`src/rtl/sig_gen_ctrl.sv`:
```
// -----------------------------------------------------------------------------
// sig_gen_ctrl
//
// Playback sequencer for the signal generator's sample-memory datapath.
//
// The block walks the waveform ROM one address per sample period. It keeps
// two copies of the rate divider:
//   - div_pend: the value the operator is adjusting with the faster/slower
//     buttons.
//   - div_now:  the value actually timing the current period.
// div_pend is copied into div_now only at a period boundary, in PRIME, or
// while idle. A button press therefore never produces a truncated or
// stretched period.
//
// Every address the sequencer wants played issues a read strobe. The strobe
// travels down a ROM_LAT-deep valid pipe alongside the ROM access. When it
// leaves the pipe, rom_q is captured into the registered sample and
// sample_valid pulses for one cycle.
//
// Ports
//   clk          system clock
//   rst_n        synchronous reset, active low
//   en           run enable (level)
//   clr          one-cycle pulse: restart the waveform at address 0
//   sw_up        one-cycle pulse: faster (smaller divider)
//   sw_down      one-cycle pulse: slower (larger divider)
//   rom_q        ROM read data, valid ROM_LAT cycles after rom_addr changes
//   rom_addr     registered ROM address
//   inc_data     one-cycle strobe on every address advance
//   sample       registered output sample
//   sample_valid one-cycle strobe when sample is updated
//   div_now      divider timing the current period
//   at_min       pending divider sits at DIV_MIN
//   at_max       pending divider sits at DIV_MAX
//   running      high while in the RUN state
// -----------------------------------------------------------------------------
module sig_gen_ctrl #(
  parameter int unsigned ADDR_W   = 10,
  parameter int unsigned DATA_W   = 16,
  parameter int unsigned DIV_W    = 16,
  parameter int unsigned DIV_INIT = 1000,
  parameter int unsigned DIV_MIN  = 10,
  parameter int unsigned DIV_MAX  = 50000,
  parameter int unsigned ROM_LAT  = 2
) (
  input  logic              clk,
  input  logic              rst_n,
  input  logic              en,
  input  logic              clr,
  input  logic              sw_up,
  input  logic              sw_down,
  input  logic [DATA_W-1:0] rom_q,
  output logic [ADDR_W-1:0] rom_addr,
  output logic              inc_data,
  output logic [DATA_W-1:0] sample,
  output logic              sample_valid,
  output logic [DIV_W-1:0]  div_now,
  output logic              at_min,
  output logic              at_max,
  output logic              running
);

  // Sized constants. The rate arithmetic runs one bit wider than the divider
  // so that neither the add nor the subtract can wrap before clamping.
  localparam logic [DIV_W-1:0]  DIV_INIT_V = DIV_W'(DIV_INIT);
  localparam logic [DIV_W-1:0]  DIV_MIN_V  = DIV_W'(DIV_MIN);
  localparam logic [DIV_W-1:0]  DIV_MAX_V  = DIV_W'(DIV_MAX);
  localparam logic [DIV_W:0]    DIV_MIN_X  = (DIV_W+1)'(DIV_MIN);
  localparam logic [DIV_W:0]    DIV_MAX_X  = (DIV_W+1)'(DIV_MAX);
  localparam logic [DIV_W:0]    STEP_ONE   = (DIV_W+1)'(1);
  localparam logic [DIV_W:0]    STEP_ZERO  = (DIV_W+1)'(0);
  localparam logic [DIV_W-1:0]  CNT_ONE    = DIV_W'(1);
  localparam logic [DIV_W-1:0]  CNT_ZERO   = DIV_W'(0);
  localparam logic [ADDR_W-1:0] ADDR_ONE   = ADDR_W'(1);
  localparam logic [ADDR_W-1:0] ADDR_ZERO  = ADDR_W'(0);
  localparam logic [ROM_LAT-1:0] PIPE_ZERO = ROM_LAT'(0);
  localparam logic [DATA_W-1:0] DATA_ZERO  = DATA_W'(0);

  typedef enum logic [1:0] {
    IDLE  = 2'd0,
    PRIME = 2'd1,
    RUN   = 2'd2
  } state_t;

  // Rate step is one eighth of the current divider, but never less than one.
  // Without the floor, small dividers could never move.
  function automatic logic [DIV_W:0] rate_step(input logic [DIV_W-1:0] pend);
    logic [DIV_W:0] step;
    step = {1'b0, pend} >> 3;
    if (step == STEP_ZERO) begin
      step = STEP_ONE;
    end
    return step;
  endfunction

  // Faster: subtract the step and clamp at DIV_MIN.
  function automatic logic [DIV_W-1:0] rate_faster(input logic [DIV_W-1:0] pend);
    logic [DIV_W:0] ext;
    logic [DIV_W:0] step;
    logic [DIV_W:0] res;
    ext  = {1'b0, pend};
    step = rate_step(pend);
    if (ext < (step + DIV_MIN_X)) begin
      res = DIV_MIN_X;
    end else begin
      res = ext - step;
    end
    return DIV_W'(res);
  endfunction

  // Slower: add the step and clamp at DIV_MAX.
  function automatic logic [DIV_W-1:0] rate_slower(input logic [DIV_W-1:0] pend);
    logic [DIV_W:0] res;
    res = {1'b0, pend} + rate_step(pend);
    if (res > DIV_MAX_X) begin
      res = DIV_MAX_X;
    end
    return DIV_W'(res);
  endfunction

  state_t              state_r, state_s;
  logic [DIV_W-1:0]    cnt_r, cnt_s;
  logic [ADDR_W-1:0]   addr_r, addr_s;
  logic                inc_r, inc_s;
  logic                strobe_s;
  logic [DIV_W-1:0]    div_now_r, div_now_s;
  logic [DIV_W-1:0]    div_pend_r, div_pend_s;
  logic                at_min_r, at_min_s;
  logic                at_max_r, at_max_s;
  logic                running_r, running_s;
  logic [ROM_LAT-1:0]  vpipe_r, vpipe_s;
  logic [DATA_W-1:0]   sample_r, sample_s;
  logic                valid_r, valid_s;

  // Sequencer next state: period counter, address walk, read strobes, divider handover
  always_comb begin
    state_s   = state_r;
    cnt_s     = cnt_r;
    addr_s    = addr_r;
    inc_s     = 1'b0;
    strobe_s  = 1'b0;
    div_now_s = div_now_r;
    case (state_r)
      IDLE: begin
        // While idle, div_now tracks div_pend so the display is live.
        cnt_s     = CNT_ZERO;
        div_now_s = div_pend_r;
        if (clr) begin
          addr_s = ADDR_ZERO;
        end else begin
          addr_s = addr_r;
        end
        if (en) begin
          state_s = PRIME;
        end else begin
          state_s = IDLE;
        end
      end
      PRIME: begin
        // Re-read the current address so the first sample is not stale.
        // The address does not advance and no inc_data is issued.
        cnt_s     = CNT_ZERO;
        div_now_s = div_pend_r;
        strobe_s  = 1'b1;
        state_s   = RUN;
        if (clr) begin
          addr_s = ADDR_ZERO;
        end else begin
          addr_s = addr_r;
        end
      end
      RUN: begin
        if (!en) begin
          // Leave without advancing. Reads already in flight still complete.
          state_s = IDLE;
          cnt_s   = CNT_ZERO;
          if (clr) begin
            addr_s = ADDR_ZERO;
          end else begin
            addr_s = addr_r;
          end
        end else if (clr) begin
          // clr takes priority over a coincident terminal count.
          addr_s   = ADDR_ZERO;
          cnt_s    = CNT_ZERO;
          strobe_s = 1'b1;
        end else if (cnt_r == (div_now_r - CNT_ONE)) begin
          cnt_s     = CNT_ZERO;
          addr_s    = addr_r + ADDR_ONE;
          inc_s     = 1'b1;
          div_now_s = div_pend_r;
          strobe_s  = 1'b1;
        end else begin
          cnt_s = cnt_r + CNT_ONE;
        end
      end
      default: begin
        state_s = IDLE;
        cnt_s   = CNT_ZERO;
      end
    endcase
    running_s = (state_s == RUN);
  end

  // Pending divider update from the button pulses. Simultaneous presses cancel.
  always_comb begin
    if (sw_up && !sw_down) begin
      div_pend_s = rate_faster(div_pend_r);
    end else if (sw_down && !sw_up) begin
      div_pend_s = rate_slower(div_pend_r);
    end else begin
      div_pend_s = div_pend_r;
    end
    at_min_s = (div_pend_s == DIV_MIN_V);
    at_max_s = (div_pend_s == DIV_MAX_V);
  end

  // Read valid pipe and sample capture aligned to the ROM latency
  always_comb begin
    vpipe_s    = PIPE_ZERO;
    vpipe_s[0] = strobe_s;
    for (int i = 1; i < ROM_LAT; i++) begin
      vpipe_s[i] = vpipe_r[i-1];
    end
    if (vpipe_r[ROM_LAT-1]) begin
      sample_s = rom_q;
    end else begin
      sample_s = sample_r;
    end
    valid_s = vpipe_r[ROM_LAT-1];
  end

  // State and datapath registers with synchronous active-low reset
  always_ff @(posedge clk) begin
    if (!rst_n) begin
      state_r    <= IDLE;
      cnt_r      <= CNT_ZERO;
      addr_r     <= ADDR_ZERO;
      inc_r      <= 1'b0;
      div_now_r  <= DIV_INIT_V;
      div_pend_r <= DIV_INIT_V;
      at_min_r   <= (DIV_INIT_V == DIV_MIN_V);
      at_max_r   <= (DIV_INIT_V == DIV_MAX_V);
      running_r  <= 1'b0;
      vpipe_r    <= PIPE_ZERO;
      sample_r   <= DATA_ZERO;
      valid_r    <= 1'b0;
    end else begin
      state_r    <= state_s;
      cnt_r      <= cnt_s;
      addr_r     <= addr_s;
      inc_r      <= inc_s;
      div_now_r  <= div_now_s;
      div_pend_r <= div_pend_s;
      at_min_r   <= at_min_s;
      at_max_r   <= at_max_s;
      running_r  <= running_s;
      vpipe_r    <= vpipe_s;
      sample_r   <= sample_s;
      valid_r    <= valid_s;
    end
  end

  assign rom_addr     = addr_r;
  assign inc_data     = inc_r;
  assign sample       = sample_r;
  assign sample_valid = valid_r;
  assign div_now      = div_now_r;
  assign at_min       = at_min_r;
  assign at_max       = at_max_r;
  assign running      = running_r;

endmodule

```
`config.mk`:
```
export PLATFORM = sky130hd
export DESIGN_NAME = sig_gen_ctrl
export DESIGN_NICKNAME = d
export VERILOG_FILES = /design/src/rtl/sig_gen_ctrl.sv
export SDC_FILE = /design/constraint.sdc
export NUM_CORES = 1
export LEC_CHECK = 0
export BUFFER_PORTS_ARGS = -buffer_cell sky130_fd_sc_hd__buf_2
export CORE_MARGIN = 1.5
export CORE_UTILIZATION = 55
export DETAILED_ROUTE_END_ITERATION = 8
export PLACE_DENSITY = 0.76
export SLEW_MARGIN = 20
export SYNTH_ARGS = -nofsm -noshare
export SYNTH_HDL_FRONTEND = slang
export SYNTH_SLANG_ARGS = --single-unit
```
`constraint.sdc`:
```
create_clock -name clk -period 5.8 [get_ports clk]
set_clock_uncertainty 0.15 [all_clocks]
set_input_delay 0.58 -clock clk [delete_from_list [all_inputs] [get_ports clk]]
set_output_delay 0.58 -clock clk [all_outputs]
set_load 0.01 [all_outputs]
```
==> insert_results.sql <==
INSERT INTO impl_metrics (metric_group, metric, value, unit) VALUES
('global_routing', 'first_global_vias', '5393', ''),
('routing', 'ant_nets', '0', ''),
('worst_setup_path', 'largest_delay_contributor_family_on_the_critical_path', 'compound AO/OA/AOI/OAI gates', ''),
('clock_network', 'clockBufferDepth', '2', ''),
('worst_setup_path', 'cp_slowest_stage_delay', '660', 'ps'),
('clock_network', 'clk_latency', '360', 'ps'),
('placement', 'instance_count_after_placement_with_tap_cells_included', '946', ''),
('clock_network', 'hold_buffers', '0', ''),
('pwr', 'design_power_total', '3.66', 'mW'),
('global_routing', 'first_pass_grt_wire_length', '27400', 'um'),
('worst_setup_path', 'critPathKind', 'reg2reg', ''),
('worst_setup_path', 'worst-endpoint-arrival', '5280', 'ps'),
('synthesis', 'postSynth.asyncResetShare', '0', ''),
('synthesis', 'synth_enable_flop_cells', '0', ''),
('layout', 'layout_commonest_cell', 'sky130_fd_sc_hd__nor2_1', ''),
('layout', 'drive_above_1_share', '0.129', ''),
('layout', 'num-nets-final', '887', ''),
('pwr', 'power_density', '540', 'mW/mm^2'),
('layout', 'layoutNonFillerInstCount', '962', ''),
('pwr', 'vdd_drop_max', '292', 'uV'),
('global_routing', 'antenna_found_initial', '0', ''),
('die', 'total_core_area', '0.0109', 'mm^2'),
('pwr', 'internal_power_summed_over_all_cells', '1.87', 'mW'),
('worst_setup_path', 'critical_path.cell_chain', 'nor4_1 -> a41o_1 -> ha_1 -> fa_1 -> nor2b_1 -> o211ai_1 -> nand2_1 -> a21oi_2 -> mux2_2 -> a311oi_1 -> o31ai_1 -> a2111oi_0 -> nand4_1 -> nor4b_1', ''),
('layout', 'syn_to_final_growth', '10.2', '%'),
('sta', 'final_period_minus_worst_setup_slack', '5160', 'ps'),
('sta', 'max_freq', '194', 'MHz'),
('sta', 'rsz0062_at_grt', 'no', ''),
('die', 'die_width', '109', 'um'),
('routing', 'vias', '5877', ''),
('sta', 'fin_setup_tns', '0', 'ps'),
('sta', 'worst-slew-pin-transition', '1040', 'ps'),
('min_path', 'min_path_type', 'reg2reg', ''),
('synthesis', 'simple_logic_cell_fraction_of_the_synthesized_area', '0.248', ''),
('clock_network', 'cts.repair.resized', '0', ''),
('synthesis', 'synth_fa_ha_area_frac', '0.100', ''),
('pwr', 'power.static_leakage', '2.88', 'nW'),
('synthesis', 'combinational_family_with_the_most_area_after_synthesis', 'simple AND/OR/NAND/NOR gates', ''),
('layout', 'ant_cells', '0', ''),
('clock_network', 'clkSinkCount', '83', ''),
('worst_setup_path', 'critical_path.n_buffers_inverters', '0', ''),
('synthesis', 'synth_nets', '846', ''),
('placement', 'place.gp.congestion', '1.00', ''),
('synthesis', 'proportion_of_synthesized_chip_area_in_sequential_cells', '0.270', ''),
('die', 'die_area', '0.0118', 'mm^2'),
('synthesis', 'synth_cell_types', '71', ''),
('synthesis', 'post_synthesis_cell_area', '0.00616', 'mm^2'),
('sta', 'relSlewSlack', '0.298', ''),
('outcome', 'outcome', 'finished, final reports clean', ''),
('worst_setup_path', 'cpMaxStageDelayCell', 'sky130_fd_sc_hd__dfxtp_1', ''),
('clock_network', 'cts.htree.levels', '3', ''),
('placement', 'place.port_buffers', '68', ''),
('pwr', 'power_switching_share', '0.489', ''),
('clock_network', 'cts_made_buffers', '9', ''),
('synthesis', 'syn_area_per_cell', '7.93', 'um^2'),
('global_routing', 'grt_start_max_net_pins', '40', ''),
('clock_network', 'cts_tree', 'done', ''),
('synthesis', 'synth.area.mux_share', '0.0555', ''),
('worst_setup_path', 'critPathCaptureType', 'register', ''),
('flow_run', 'drv_cap', '0', ''),
('pwr', 'power.combinational.fraction', '0.627', ''),
('global_routing', 'overall_fraction_of_global_route_tracks_in_use', '0.295', ''),
('worst_setup_path', 'critPathLaunchType', 'register', ''),
('routing', 'dr.first_iter.drc_count', '556', ''),
('global_routing', 'globalRoute.totalOverflow', '0', ''),
('die', 'initial_utilization', '0.565', ''),
('routing', 'drt_wl_total', '16900', 'um'),
('routing', 'drt-pass1-iter-count', '5', ''),
('layout', 'final_cell_mix', '105 x sky130_fd_sc_hd__nor2_1, 83 x sky130_fd_sc_hd__dfxtp_1, 68 x sky130_fd_sc_hd__buf_2', ''),
('worst_setup_path', 'cp_data_required_time', '5920', 'ps'),
('clock_network', 'cts.clk_slew.worst_paths', '80', 'ps');
[power groups by stage]
stage	Sequential (mW)	Clock, mW	Combinational, mW
after CTS	0.815	0.556	2.24
after global routing	0.833	0.578	2.50
after floorplan	0.757	0	1.70
final	0.821	0.546	2.30
after global placement	0.820	0	2.20
after detailed placement	0.828	0	2.22
[logic make-up after synthesis]
logic type	Yosys count
and+or+nand+nor	308
AOI/OAI and AO/OA	164
DFF	83
buffers and inverters	78
xor gates and xnor gates	61
adders and majority gates	48
muxes	34
[registers in the layout (all words and copies together) (netlist names)]
signal / count
div_now: 16
sample: 16
at_max: 1
sample_valid: 1
inc_data: 1
vpipe_r: 2
cnt_r: 16
div_pend_r: 16
rom_addr: 10
state_r: 2
at_min: 1
running: 1
[final cells by class]
type,count,area (um^2),area share
multi-input combinational,615,4170,0.615
clock inverter,6,136,0.0201
timing repair buffer,73,378,0.0557
inverter,35,131,0.0194
tap,140,175,0.0258
sequential,83,1660,0.245
clock buffer,10,128,0.0188
[worst reg2reg max path, stage by stage, from the launching register on]
cell and delay [ps]:
sky130_fd_sc_hd__dfxtp_1 660, sky130_fd_sc_hd__nor4_1 130, sky130_fd_sc_hd__a41o_1 260, sky130_fd_sc_hd__ha_1 220, sky130_fd_sc_hd__fa_1 400, sky130_fd_sc_hd__nor2b_1 170
sky130_fd_sc_hd__o211ai_1 300, sky130_fd_sc_hd__nand2_1 230, sky130_fd_sc_hd__a21oi_2 280, sky130_fd_sc_hd__mux2_2 360, sky130_fd_sc_hd__a311oi_1 630, sky130_fd_sc_hd__o31ai_1 290
sky130_fd_sc_hd__a2111oi_0 490, sky130_fd_sc_hd__nand4_1 200, sky130_fd_sc_hd__nor4b_1 310
[per-layer routing]
metal,global-route usage,part of all wire
met3,0.0502,0.059
met2,0.475,0.46
met4,0.0761,0.020
met1,0.407,0.46
met5,0,0
[through the flow]
step / hold slack (ps) / cell area [um^2] / setup WS (ps)
floorplan: 262 / 6160 / 1370
global placement: 276 / 6520 / 931
detailed placement: 281 / 6520 / 801
CTS: 291 / 6780 / 754
global route: 296 / 6780 / 185
finish: 295 / 6780 / 636
[final timing paths]
check,start,end,slack [ps],depth (start not counted)
hold reg to reg,vpipe_r[0]$_SDFF_PN0_,vpipe_r[1]$_SDFF_PN0_,290,1
hold / removal,vpipe_r[0]$_SDFF_PN0_,vpipe_r[1]$_SDFF_PN0_,290,1
setup / recovery,div_pend_r[4]$_SDFF_PN0_,at_max$_SDFF_PN0_,640,14
setup reg to reg,div_pend_r[4]$_SDFF_PN0_,at_max$_SDFF_PN0_,640,14
[cells in the mapped netlist (3+ instances only)]
master                      instances  area share
sky130_fd_sc_hd__o21a_1            13       0.016
sky130_fd_sc_hd__nor2b_1           13       0.013
sky130_fd_sc_hd__clkbuf_1          28       0.017
sky130_fd_sc_hd__nand2_1           52       0.032
sky130_fd_sc_hd__dfxtp_1           83        0.27
sky130_fd_sc_hd__and4_1             4      0.0057
sky130_fd_sc_hd__a211oi_1           7      0.0085
sky130_fd_sc_hd__o221ai_1           6      0.0085
sky130_fd_sc_hd__a2111oi_0          5      0.0071
sky130_fd_sc_hd__mux2i_1           33       0.054
sky130_fd_sc_hd__nand4b_1           3      0.0043
sky130_fd_sc_hd__a21o_1             4      0.0049
sky130_fd_sc_hd__a311oi_1           4      0.0057
sky130_fd_sc_hd__ha_1              46       0.093
sky130_fd_sc_hd__o31a_1             4      0.0057
sky130_fd_sc_hd__o31ai_1            7      0.0085
sky130_fd_sc_hd__o21ai_0           34       0.028
sky130_fd_sc_hd__or3_1             10       0.010
sky130_fd_sc_hd__nor3_1            33       0.027
sky130_fd_sc_hd__xor2_1            20       0.028
sky130_fd_sc_hd__a31oi_1            7      0.0071
sky130_fd_sc_hd__xnor2_1           41       0.058
sky130_fd_sc_hd__nand2b_1          11       0.011
sky130_fd_sc_hd__nand3_1           21       0.017
sky130_fd_sc_hd__or4_1              3      0.0037
sky130_fd_sc_hd__a41o_1             3      0.0049
sky130_fd_sc_hd__nor4_1             8      0.0081
sky130_fd_sc_hd__and3_1            14       0.014
sky130_fd_sc_hd__buf_2             11      0.0089
sky130_fd_sc_hd__inv_1             35       0.021
sky130_fd_sc_hd__a21oi_1           32       0.026
sky130_fd_sc_hd__or2_2              7      0.0071
sky130_fd_sc_hd__nor2_1           105       0.064
sky130_fd_sc_hd__nor4b_1            3      0.0043
sky130_fd_sc_hd__o211ai_1           7      0.0085
sky130_fd_sc_hd__a211o_1            4      0.0057
sky130_fd_sc_hd__and2_1             9      0.0091
Power figures use the tool's default switching activity.
